## config.mk

```make
export PLATFORM = sky130hd
export DESIGN_NAME = div_sched
export DESIGN_NICKNAME = d
export VERILOG_FILES = /design/src/rtl/div_sched.sv
export SDC_FILE = /design/constraint.sdc
export NUM_CORES = 1
export LEC_CHECK = 0
export ABC_AREA = 1
export CORE_MARGIN = 3
export CORE_UTILIZATION = 35
export CTS_CLUSTER_DIAMETER = 60
export DETAILED_ROUTE_END_ITERATION = 10
export GPL_TIMING_DRIVEN = 0
export PLACE_DENSITY_LB_ADDON = 0.2
export SETUP_SLACK_MARGIN = 0.4
export SYNTH_ARGS = -nofsm -noshare
export SYNTH_HDL_FRONTEND = slang
export SYNTH_SLANG_ARGS = --single-unit
```

## constraint.sdc

```tcl
create_clock -name clk -period 2.8 [get_ports clk]
set_clock_uncertainty 0.15 [all_clocks]
set_input_delay 0.7 -clock clk [delete_from_list [all_inputs] [get_ports clk]]
set_output_delay 0.7 -clock clk [all_outputs]
set_load 0.005 [all_outputs]
```

## src/rtl/div_sched.sv

```systemverilog
// Shared restoring shift-subtract divider serving two requesters.
// Round-robin grant in IDLE, one quotient bit per CALC cycle, result held in DONE.
module div_sched #(
    parameter int Nbits = 5
) (
    input  logic             clk,
    input  logic             rst,
    input  logic             req0_valid,
    output logic             req0_ready,
    input  logic [Nbits-1:0] req0_dividend,
    input  logic [Nbits-1:0] req0_divisor,
    input  logic             req1_valid,
    output logic             req1_ready,
    input  logic [Nbits-1:0] req1_dividend,
    input  logic [Nbits-1:0] req1_divisor,
    output logic             rsp_valid,
    input  logic             rsp_ready,
    output logic             rsp_id,
    output logic [Nbits-1:0] rsp_quotient,
    output logic [Nbits-1:0] rsp_remainder,
    output logic             rsp_div_zero,
    output logic             busy
);

    localparam int CntW = (Nbits > 1) ? $clog2(Nbits) : 1;

    typedef enum logic [1:0] {IDLE, CALC, DONE} state_t;

    state_t           state, state_next;
    logic             last_grant;
    logic             grant_valid;
    logic             grant_id;
    logic [Nbits-1:0] op_dividend;
    logic [Nbits-1:0] op_divisor;
    logic [Nbits-1:0] rem, quo, dsr;
    logic [CntW-1:0]  cnt;
    logic             cur_id;
    logic [Nbits:0]   trial;
    logic             fits;
    logic [Nbits-1:0] rem_next, quo_next;
    logic             last_iter;

    // Arbitration: a lone requester wins; contention goes to the one not served last.
    always_comb begin
        grant_valid = 1'b0;
        grant_id    = 1'b0;
        if (state == IDLE && !rst) begin
            if (req0_valid && req1_valid) begin
                grant_valid = 1'b1;
                grant_id    = ~last_grant;
            end else if (req0_valid) begin
                grant_valid = 1'b1;
                grant_id    = 1'b0;
            end else if (req1_valid) begin
                grant_valid = 1'b1;
                grant_id    = 1'b1;
            end
        end
    end

    assign req0_ready  = grant_valid && !grant_id;
    assign req1_ready  = grant_valid && grant_id;
    assign op_dividend = grant_id ? req1_dividend : req0_dividend;
    assign op_divisor  = grant_id ? req1_divisor  : req0_divisor;

    // Compare/subtract one bit wider than the operands.
    always_comb begin
        trial     = {rem, quo[Nbits-1]};
        fits      = trial >= {1'b0, dsr};
        rem_next  = fits ? Nbits'(trial - {1'b0, dsr}) : trial[Nbits-1:0];
        quo_next  = {quo[Nbits-2:0], fits};
        last_iter = cnt == CntW'(Nbits - 1);
    end

    always_comb begin
        state_next = state;
        case (state)
            IDLE: if (grant_valid) state_next = (op_divisor == '0) ? DONE : CALC;
            CALC: if (last_iter) state_next = DONE;
            DONE: if (rsp_ready) state_next = IDLE;
            default: state_next = IDLE;
        endcase
    end

    assign rsp_valid = state == DONE;
    assign busy      = state != IDLE;

    always_ff @(posedge clk) begin
        if (rst) state <= IDLE;
        else     state <= state_next;
    end

    always_ff @(posedge clk) begin
        if (rst) begin
            last_grant    <= 1'b1;
            rem           <= '0;
            quo           <= '0;
            dsr           <= '0;
            cnt           <= '0;
            cur_id        <= 1'b0;
            rsp_id        <= 1'b0;
            rsp_quotient  <= '0;
            rsp_remainder <= '0;
            rsp_div_zero  <= 1'b0;
        end else begin
            if (state == IDLE && grant_valid) begin
                last_grant <= grant_id;
                cur_id     <= grant_id;
                dsr        <= op_divisor;
                rem        <= '0;
                quo        <= op_dividend;
                cnt        <= '0;
                if (op_divisor == '0) begin
                    rsp_id        <= grant_id;
                    rsp_quotient  <= '1;
                    rsp_remainder <= op_dividend;
                    rsp_div_zero  <= 1'b1;
                end
            end else if (state == CALC) begin
                rem <= rem_next;
                quo <= quo_next;
                cnt <= cnt + 1'b1;
                if (last_iter) begin
                    rsp_id        <= cur_id;
                    rsp_quotient  <= quo_next;
                    rsp_remainder <= rem_next;
                    rsp_div_zero  <= 1'b0;
                end
            end
        end
    end

endmodule

```

==> results.py <==
metrics = {
    "worst_setup_path": {
        "cp-endpoint": "req0_ready",
        "cp-start-kind": "primary input",
        "crit_fanout": 9,
        "regToRegSetupSlack_ns": 0.64,
        "crit_start": "rst",
        "crit_type": "in2out",
        "crit_path_end_kind": "output port",
        "reg2regPathDepth": 13,
        "cp.required_ns": 1.95,
        "r2r_end": "rsp_remainder[2]",
        "r2r-start": "quo[4]",
        "cp_data_arrival_time_ns": 1.52,
    },
    "final_layout": {
        "nets": 358,
        "final_cell_count_no_fill": 396,
        "final_cell_mix": "nand2_1 (63), inv_1 (39), clkdlybuf4s50_1 (35), dfxtp_1 (34), a21oi_1 (28)",
        "synthToLayoutAreaGrowth_pct": 34.6,
        "antenna_cells": 0,
        "fillerInstances": 544,
        "final_common_cell": "nand2_1",
        "drive_gt1_share_pct": 11.0,
        "fin_util_pct": 49.2,
    },
    "timing": {
        "rsz0062_at_grt": "false",
        "slew_headroom_pct": 67.1,
        "max_freq_mhz": 422,
        "period_share_pct": 84.6,
        "tns_ns": 0,
        "fin_crit_ns": 2.37,
        "drv_slew": 0,
        "worst_slew_pin_slew_ns": 0.493,
        "hold_viol": 0,
        "whs_ns": 0.313,
        "finalSetupViolations": 0,
    },
    "route": {
        "drtIter0Drc": 123,
        "dr.pass1.iters": 4,
        "antenna_left": 0,
        "routedWlPerCell_um": 12.1,
        "drt_wl_total_um": 4800,
        "via_count": 1856,
        "drc_errors": 0,
        "avgViaCountPerCell": 4.69,
    },
    "clock_tree": {
        "tritoncts": "built",
        "clock-sinks": 34,
        "cts_hold_buf": 0,
        "clk_path_buf_depth": 2,
        "cts_buffers": 5,
        "cts-root-buf": "clkbuf_8",
        "clk_pin_slew_worst_paths_ns": 0.07,
        "h-tree-depth": 2,
        "clock_latency_ns": 0.29,
    },
    "placed_design": {
        "dp_hpwl_um": 3560,
        "port_buffers": 39,
        "dp.cells": 382,
        "globalplace.congestion": 0.835,
    },
    "floorplan": {
        "io_pins": 41,
        "die_y_um": 79.3,
        "core_area_um2": 5140,
        "initial_utilization_pct": 36.6,
        "rows": 26,
        "fp.dieArea_um2": 6280,
        "fp.dieW_um": 79.3,
    },
    "outcome": {
        "status": "complete, no violations",
    },
    "power_and_ir_drop": {
        "powerDensity_nw_per_um2": 586,
        "ir_drop_uv": 280,
        "power_leakage_nw": 1.17,
        "p_total_mw": 1.48,
    },
    "global_route": {
        "grt_overflow": 0,
        "antenna_found_initial": 0,
        "grt_max_degree": 12,
        "grt_pass1_vias": 1760,
        "grt_use_total_pct": 16.7,
        "grt_pass1_wl_um": 8170,
    },
    "flow_run": {
        "drv_cap": 0,
    },
    "synth": {
        "synth.distinct_cells": 33,
        "yosys_register_bits": 34,
        "syn_area_um2": 1880,
        "mappedNetlistNets": 306,
        "syn_area_per_cell_um2": 6.88,
        "yosysWarnings": 0,
        "synthCells": 273,
        "synth-seq-area-share_pct": 36.2,
    },
    "hold_path": {
        "worstHoldPathType": "reg2reg",
        "hold_depth": 2,
    },
}
[worst min path at each step]
| stage | startpoint | end | slack, ns |
|---|---|---|---|
| after floorplan | last_grant | last_grant | 0.28 |
| after detailed placement | rsp_remainder[0] | rsp_remainder[0] | 0.30 |
| after CTS | rsp_remainder[0] | rsp_remainder[0] | 0.32 |
| after global placement | rsp_div_zero | rsp_div_zero | 0.30 |
| after global routing | rsp_remainder[0] | rsp_remainder[0] | 0.34 |
| final | rsp_remainder[1] | rsp_remainder[1] | 0.31 |
[cells by family (layout without fill, tap and decap cells)]
group	after synthesis	count (layout)	synth area share (%)
buffers and inverters	50	103	11.5
xor gates and xnor gates	2	2	0.932
DFF	34	34	36.2
and+or+nand+nor	123	123	27.9
adders and majority gates	8	8	5.73
AOI/OAI and AO/OA	56	56	17.8
[routing by layer]
metal	vias to the layer above	wire (µm)	global-route usage, %
met3	6	180	4.20
li1	982	-	-
met4	0	51	4.98
met2	37	2220	26.6
met1	831	2350	22.2
met5	-	0	0
[through the flow]
step	worst slack (ns)	instance area, µm²
after floorplan	0.591	1880
after global placement	-0.500	2360
after detailed placement	-0.491	2360
after CTS	0.402	2510
after global routing	0.404	2530
final	0.432	2530
[report_power, final]
group,switching [mW],total (mW),internal (mW),leakage (nW)
combinational,0.319,0.545,0.225,0.841
sequential,0.0230,0.553,0.530,0.278
clock,0.187,0.385,0.198,0.0472
total,0.530,1.48,0.953,1.17
[Yosys cell counts (all sizes together)]
| cell | instances | share of area [%] |
|---|---|---|
| o2111ai | 1 | 0.47 |
| a211oi | 1 | 0.40 |
| o21bai | 3 | 1.8 |
| a21oi | 28 | 7.5 |
| nand3b | 2 | 0.80 |
| o22ai | 4 | 1.3 |
| nor2 | 25 | 5.4 |
| dfxtp | 34 | 36 |
| o221ai | 1 | 0.47 |
| nand3 | 24 | 6.7 |
| nand4 | 1 | 0.33 |
| inv | 40 | 8.1 |
| a31oi | 1 | 0.33 |
| o21a | 1 | 0.40 |
| nand2 | 69 | 14 |
| clkbuf | 4 | 0.80 |
| a21boi | 3 | 1.2 |
| ha | 7 | 4.7 |
| and2 | 2 | 0.67 |
| buf | 6 | 2.5 |
| fa | 1 | 1.1 |
| o21ai | 11 | 3.1 |
| o211ai | 2 | 0.80 |
| xor2 | 2 | 0.93 |
[critical path: stages]
cell and delay [ns]:
buf_8 0.13, inv_8 0.08, nand2_2 0.09, nor2_4 0.11
buf_6 0.11, buf_4 0.13, nor2_4 0.04, buf_2 0.13
[state kept, by name (all words and copies together) (netlist names)]
signal	flops
cnt	3
state	2
last_grant	1
dsr	5
rsp_quotient	5
rsp_div_zero	1
rem	5
rsp_id	1
rsp_remainder	5
quo	5
cur_id	1
[repair_timing]
item | 4_1_cts | 5_1_grt
buffers inserted | 6 | 0
pin swaps | 4 | 1
setup endpoints to repair | 9 | 9
resized for setup | 16 | 10
[cell type report]
type                            count  area (µm²)  area share [%]
Clock inverter                      2        12.5           0.495
Multi-Input combinational cell    189        1020            40.5
Sequential cell                    34         681            26.9
Clock buffer                        6        82.6            3.26
Tap cell                           70        87.6            3.46
Timing Repair Buffer               45         419            16.6
Buffer                             10        66.3            2.62
Inverter                           40         158            6.23
Power figures use the tool's default switching activity.
